File: config.mk
export PLATFORM = sky130hd
export DESIGN_NAME = relu_unit
export DESIGN_NICKNAME = d
export VERILOG_FILES = /design/src/rtl/relu_unit.sv
export SDC_FILE = /design/constraint.sdc
export NUM_CORES = 1
export LEC_CHECK = 0
export CAP_MARGIN = 20
export CELL_PAD_IN_SITES_DETAIL_PLACEMENT = 1
export CELL_PAD_IN_SITES_GLOBAL_PLACEMENT = 1
export CORE_UTILIZATION = 31
export CTS_BUF_LIST = sky130_fd_sc_hd__clkbuf_8 sky130_fd_sc_hd__clkbuf_16
export DETAILED_ROUTE_END_ITERATION = 8
export PLACE_DENSITY = 0.85
export SKIP_LAST_GASP = 1
export SYNTH_ARGS = -nofsm -noshare
export SYNTH_HDL_FRONTEND = slang
export SYNTH_SLANG_ARGS = --single-unit
File: constraint.sdc
create_clock -name clk -period 2.9 [get_ports clk]
set_input_delay 0.725 -clock clk [delete_from_list [all_inputs] [get_ports clk]]
set_output_delay 0.725 -clock clk [all_outputs]
set_load 0.1 [all_outputs]
File: src/rtl/relu_unit.sv
// relu_unit: one-cycle registered ReLU for IEEE-754 bit patterns.
// Non-negative values (including +inf and subnormals) pass bit-exact;
// negative values, -0.0, -inf and NaNs of either sign become +0.0.
module relu_unit #(
  parameter int data_width = 32,
  parameter int EXP_W      = 8
) (
  input  logic                  clk,
  input  logic                  rst,
  input  logic [data_width-1:0] data_in,
  output logic [data_width-1:0] out_ReLU
);

  localparam int MAN_W = data_width - 1 - EXP_W;

  logic                  w_sign;
  logic [EXP_W-1:0]      w_exp;
  logic [MAN_W-1:0]      w_man;
  logic                  w_exp_ones;
  logic                  w_man_nz;
  logic                  w_is_nan;
  logic                  w_pass;
  logic [data_width-1:0] w_next;
  logic [data_width-1:0] r_out;

  assign w_sign = data_in[data_width-1];
  assign w_exp  = data_in[data_width-2 -: EXP_W];
  assign w_man  = data_in[MAN_W-1:0];

  // Field classification and pass/clamp decision on the incoming word.
  always_comb begin
    w_exp_ones = &w_exp;
    w_man_nz   = |w_man;
    w_is_nan   = w_exp_ones & w_man_nz;
    // A positive-signed NaN must still clamp, so NaN is checked independently of sign.
    w_pass     = ~w_sign & ~w_is_nan;
    w_next     = w_pass ? data_in : '0;
  end

  // Output register; reset clears it immediately without waiting for a clock.
  always_ff @(posedge clk or posedge rst) begin
    if (rst) begin
      r_out <= '0;
    end else begin
      r_out <= w_next;
    end
  end

  assign out_ReLU = r_out;

endmodule

# Yosys cells after proc, flatten, opt, wreduce, memory -nomap -nowiden
# Cells that the tools add are included.
[word_totals]
ff_bits = 32
latch_bits = 0
ram_bits = 0
mem_bits_ro = 0
output_inout_bits = 32
elab_cells = 8
n_memories = 0
[op_classes]
n_addsub = 0
mul = 0
div = 0
n_lt_le_gt_ge = 0
eq_ne = 0
shifts = 0
mux = 1
n_bitwise = 4
n_reduce_logical = 2
[ops]
columns = ["cell", "count"]
rows = [
  ["$mux 32", 1],
  ["$reduce_or 23->1", 1],
  ["$reduce_and 8->1", 1],
  ["$and 1x1->1", 2],
  ["$not 1->1", 2],
]

# Longest topological paths before layout
[logic_depth]
ltp_word = 5
ltp_mapped = 4
depth_no_buf = 3

# Worst setup path before layout
# Ideal clock, no wire load.
[synth_path]
path_kind = "reg2out"
from = "register r_out[0] (netlist: out_ReLU[0])"
to = "output out_ReLU[0]"
arrival_ns = 0.883
required_time_ns = 2.175
path_slack_ns = 1.292
stages_incl_launch_ff = 1
n_path_buf = 0
cell_sequence = "dfrtp_1"
[synth_lines]
columns = ["element", "line_no", "rtl"]
rows = [
  ["from (decl)", "24", "logic [data_width-1:0] r_out;"],
  ["from (signal assigned)", "45", "r_out <= w_next;"],
  ["to (decl)", "11", "output logic [data_width-1:0] out_ReLU"],
]
# No word-level cell between the ends.

# Worst setup path in the final report
[layout_path]
from = "input data_in[28]"
to = "register r_out[1] (netlist: out_ReLU[1])"
[layout_via]
elab_chain_cells = 5
[layout_lines]
columns = ["element", "line_no", "rtl"]
rows = [
  ["from (decl)", "10", "input logic [data_width-1:0] data_in,"],
  ["$reduce_and 8->1", "32", "w_exp_ones = &w_exp;"],
  ["$and 1x1->1", "34", "w_is_nan = w_exp_ones & w_man_nz;"],
  ["$not 1->1", "36", "w_pass = ~w_sign & ~w_is_nan;"],
  ["$and 1x1->1", "36", ""],
  ["$mux 32", "37", "w_next = w_pass ? data_in : '0;"],
  ["via w_next[1]", "23", "logic [data_width-1:0] w_next;"],
]
# The timed path passes the listed nets, and every way through them passes these cells.

==> results by group <==
Cells and area
  – Final instance area: 1930 um2
  – Largest register FFs: 32
  – Number of standard cells in the final layout excluding fillers: 205
  – Antenna Diode Count: 0
  – Layout cell share with drive strength beyond 1: 0.299
  – Area growth syn-to-layout: 56.2%
  – Fin nets: 190

Run status
  – Status: completed

Detailed routing
  – Via-per-instance ratio: 4.54
  – Overall via count from detail_route: 931
  – 1st-iter DRT viols: 29
  – Routed Wire Length: 2780 um
  – Post-route DRC violation count: 0
  – Average routed wire per standard cell: 13.6 um
  – Drt first pass iters: 4
  – Antenna Violating Nets Remaining: 0

Synthesis
  – Cell type contributing the most total cell area after synthesis: dfrtp_1
  – Portion of netlist area occupied by mux cells: 0
  – Share of synthesized registers carrying an async set or reset: 1.00
  – Count of flip-flops with a built-in enable after synthesis: 0
  – Share of the synthesized area in compound gates (AO/OA/AOI/OAI): 0.0699
  – Library cells used by synthesis: 12
  – Simple-gate portion of the synthesized area: 0.248
  – Most used standard cell by instance count after synthesis: dfrtp_1
  – Post-synthesis sequential area ratio: 0.648
  – Fraction of post-synthesis cell area in the top cell type by area: 0.648
  – Count of mapped cells out of synthesis: 86
  – Post-synth net total: 120
  – Synth top cells by count: dfrtp_1, and2_1, nand3_1, o2bb2ai_1, nor4_2
  – Top cells by area in the synthesized netlist: dfrtp_1, and2_1, o2bb2ai_1
  – Avg Synthesized Cell Area: 14.4 um2
  – Post-synthesis xor/xnor area fraction: 0
  – Yosys Warn Count: 0
  – Netlist Area Pre-Place: 1230 um2
  – Combinational family with the most area after synthesis: simple AND/OR/NAND/NOR gates
  – Most common flop cell mapped by yosys: dfrtp_1
  – Register bit count reported by yosys: 32
  – Adder-Cell Fraction of Synth Area: 0

Setup path
  – Max Fanout on Critical Path: 31
  – Crit path required time: 3110 ps
  – Worst setup SP type: input port
  – Largest stage delay, worst path: 520 ps
  – Critical setup path kind: in2reg
  – CP endpoint kind: flop
  – Highest-delay cell along the critical path: a21oi_4
  – Arrival time worst endpoint: 2180 ps
  – CP cell instances: clkdlybuf4s50_1, and4_1, a21oi_4, and2_1

Timing
  – Final number of max-transition violations: 0
  – RSZ-0062 raised after global routing: no
  – Maximum achievable frequency: 507 MHz
  – Final-report hold violation count: 0
  – Headroom to the max-slew limit: 0.597
  – Sum of negative setup slack: 0 ps
  – Final critical-path required period: 1970 ps
  – Number of setup violations in the final report: 0
  – Hold slack final: 826 ps
  – Slew at the pin closest to its max-slew limit: 604 ps
  – Share of the cycle needed by the critical path after routing: 0.681

Place
  – Detail Placement HPWL: 2180 um
  – # placed instances: 197
  – DP Area: 1840 um2
  – # port buffers: 65
  – Routability congestion estimate: 0.650

GRT
  – Antenna violations before repair: 0
  – GR Overflow Total: 0
  – Wire length of the first global-routing pass: 4640 um
  – GRT Resource Usage Total: 0.151
  – Largest net degree at the start of global routing: 33
  – Vias in the first global route: 1,035

Power
  – Overall power: 1.12 mW
  – Peak supply drop: 0.339 mV
  – Leak: 0.874 nW
  – Power density over the cells: 579 nW/um2

Clock tree
  – Max Root-Sink Buffers: 2
  – CTS-repair resized insts: 0
  – Num CTS Buffers: 5
  – CTS clock-pin slew for the worst setup and hold paths: 60 ps
  – CTS tree: done
  – Clock sinks: 32
  – H-tree Lvls: 2
  – Root Buffer Master: clkbuf_8
  – Cts-stage hold buffer count: 0
  – Post-CTS repair timing setup buffer count: 0

Die
  – Core ar.: 3740 um2
  – Horizontal die dimension: 65.1 um
  – Die Ht: 65.1 um
  – Core Rows: 22
  – Overall die area: 4240 um2
  – Top-level port count: 66
  – Initial cell density of the core: 0.330

Worst hold path
  – Hold Path Class: in2async

Job
  – Count of maximum capacitance violations: 0
[worst max-delay path, delay by kind of cell]
kind | cells | cell delay [ps]
compound gates | 1 | 520
simple gates | 2 | 480
buf+inv | 1 | 450
[report_power, final]
part | internal [mW] | switching, mW
sequential | 0.469 | 0.00704
clock | 0.186 | 0.148
combinational | 0.0853 | 0.223
total | 0.741 | 0.377
[per-stage QoR]
| stage | worst slack (ps) | utilization |
|---|---|---|
| floorplan | 1290 | - |
| global placement | 721 | 0.491 |
| detailed placement | 630 | 0.491 |
| CTS | 922 | 0.515 |
| global route | 822 | 0.515 |
| finish | 926 | 0.515 |
[cell type report]
type / instances / area, um2
multi-input combinational: 50 / 397
fill: 412 / 1810
inverter: 1 / 3.75
tap: 48 / 60.1
timing repair buffer: 66 / 578
sequential: 32 / 801
clock inverter: 2 / 7.51
clock buffer: 6 / 82.6
[how the worst max path moves through the flow]
stage / startpoint / end / slack (ps) / depth (start not counted)
finish: data_in[28] / out_ReLU[1]$_DFF_PP0_ / 930 / 4
global route: data_in[28] / out_ReLU[14]$_DFF_PP0_ / 820 / 4
CTS: data_in[28] / out_ReLU[15]$_DFF_PP0_ / 920 / 4
detailed placement: data_in[28] / out_ReLU[18]$_DFF_PP0_ / 630 / 4
global placement: data_in[28] / out_ReLU[0]$_DFF_PP0_ / 720 / 4
floorplan: out_ReLU[0]$_DFF_PP0_ / out_ReLU[0] / 1290 / 0
[cell families (layout without fill, tap and decap cells)]
| family | Yosys count | count (layout) |
|---|---|---|
| flip-flops | 32 | 32 |
| AO/OA/AOI/OAI | 9 | 9 |
| other | 1 | 1 |
| buffers and inverters | 4 | 75 |
| AND/OR/NAND/NOR | 40 | 40 |
[per-layer routing]
layer,up-vias,wire [um],GRT usage
li1,437,-,-
met1,445,990,0.147
met2,45,1440,0.266
met3,4,331,0.0781
met4,0,26,0.0652
met5,-,0,0
[layout by cell type, fill, tap and decap left out]
cell,synthesis,layout
clkbuf_8,0,6
buf_4,0,33
nor4_4,2,2
nor4_2,4,4
nand3_1,8,8
inv_1,1,3
clkdlybuf4s50_1,0,33
and2_1,23,23
conb_1,1,1
nand4_2,1,1
dfrtp_1,32,32
and4_1,2,2
o2bb2ai_1,8,8
a21oi_4,1,1
Power figures use the tool's default switching activity.
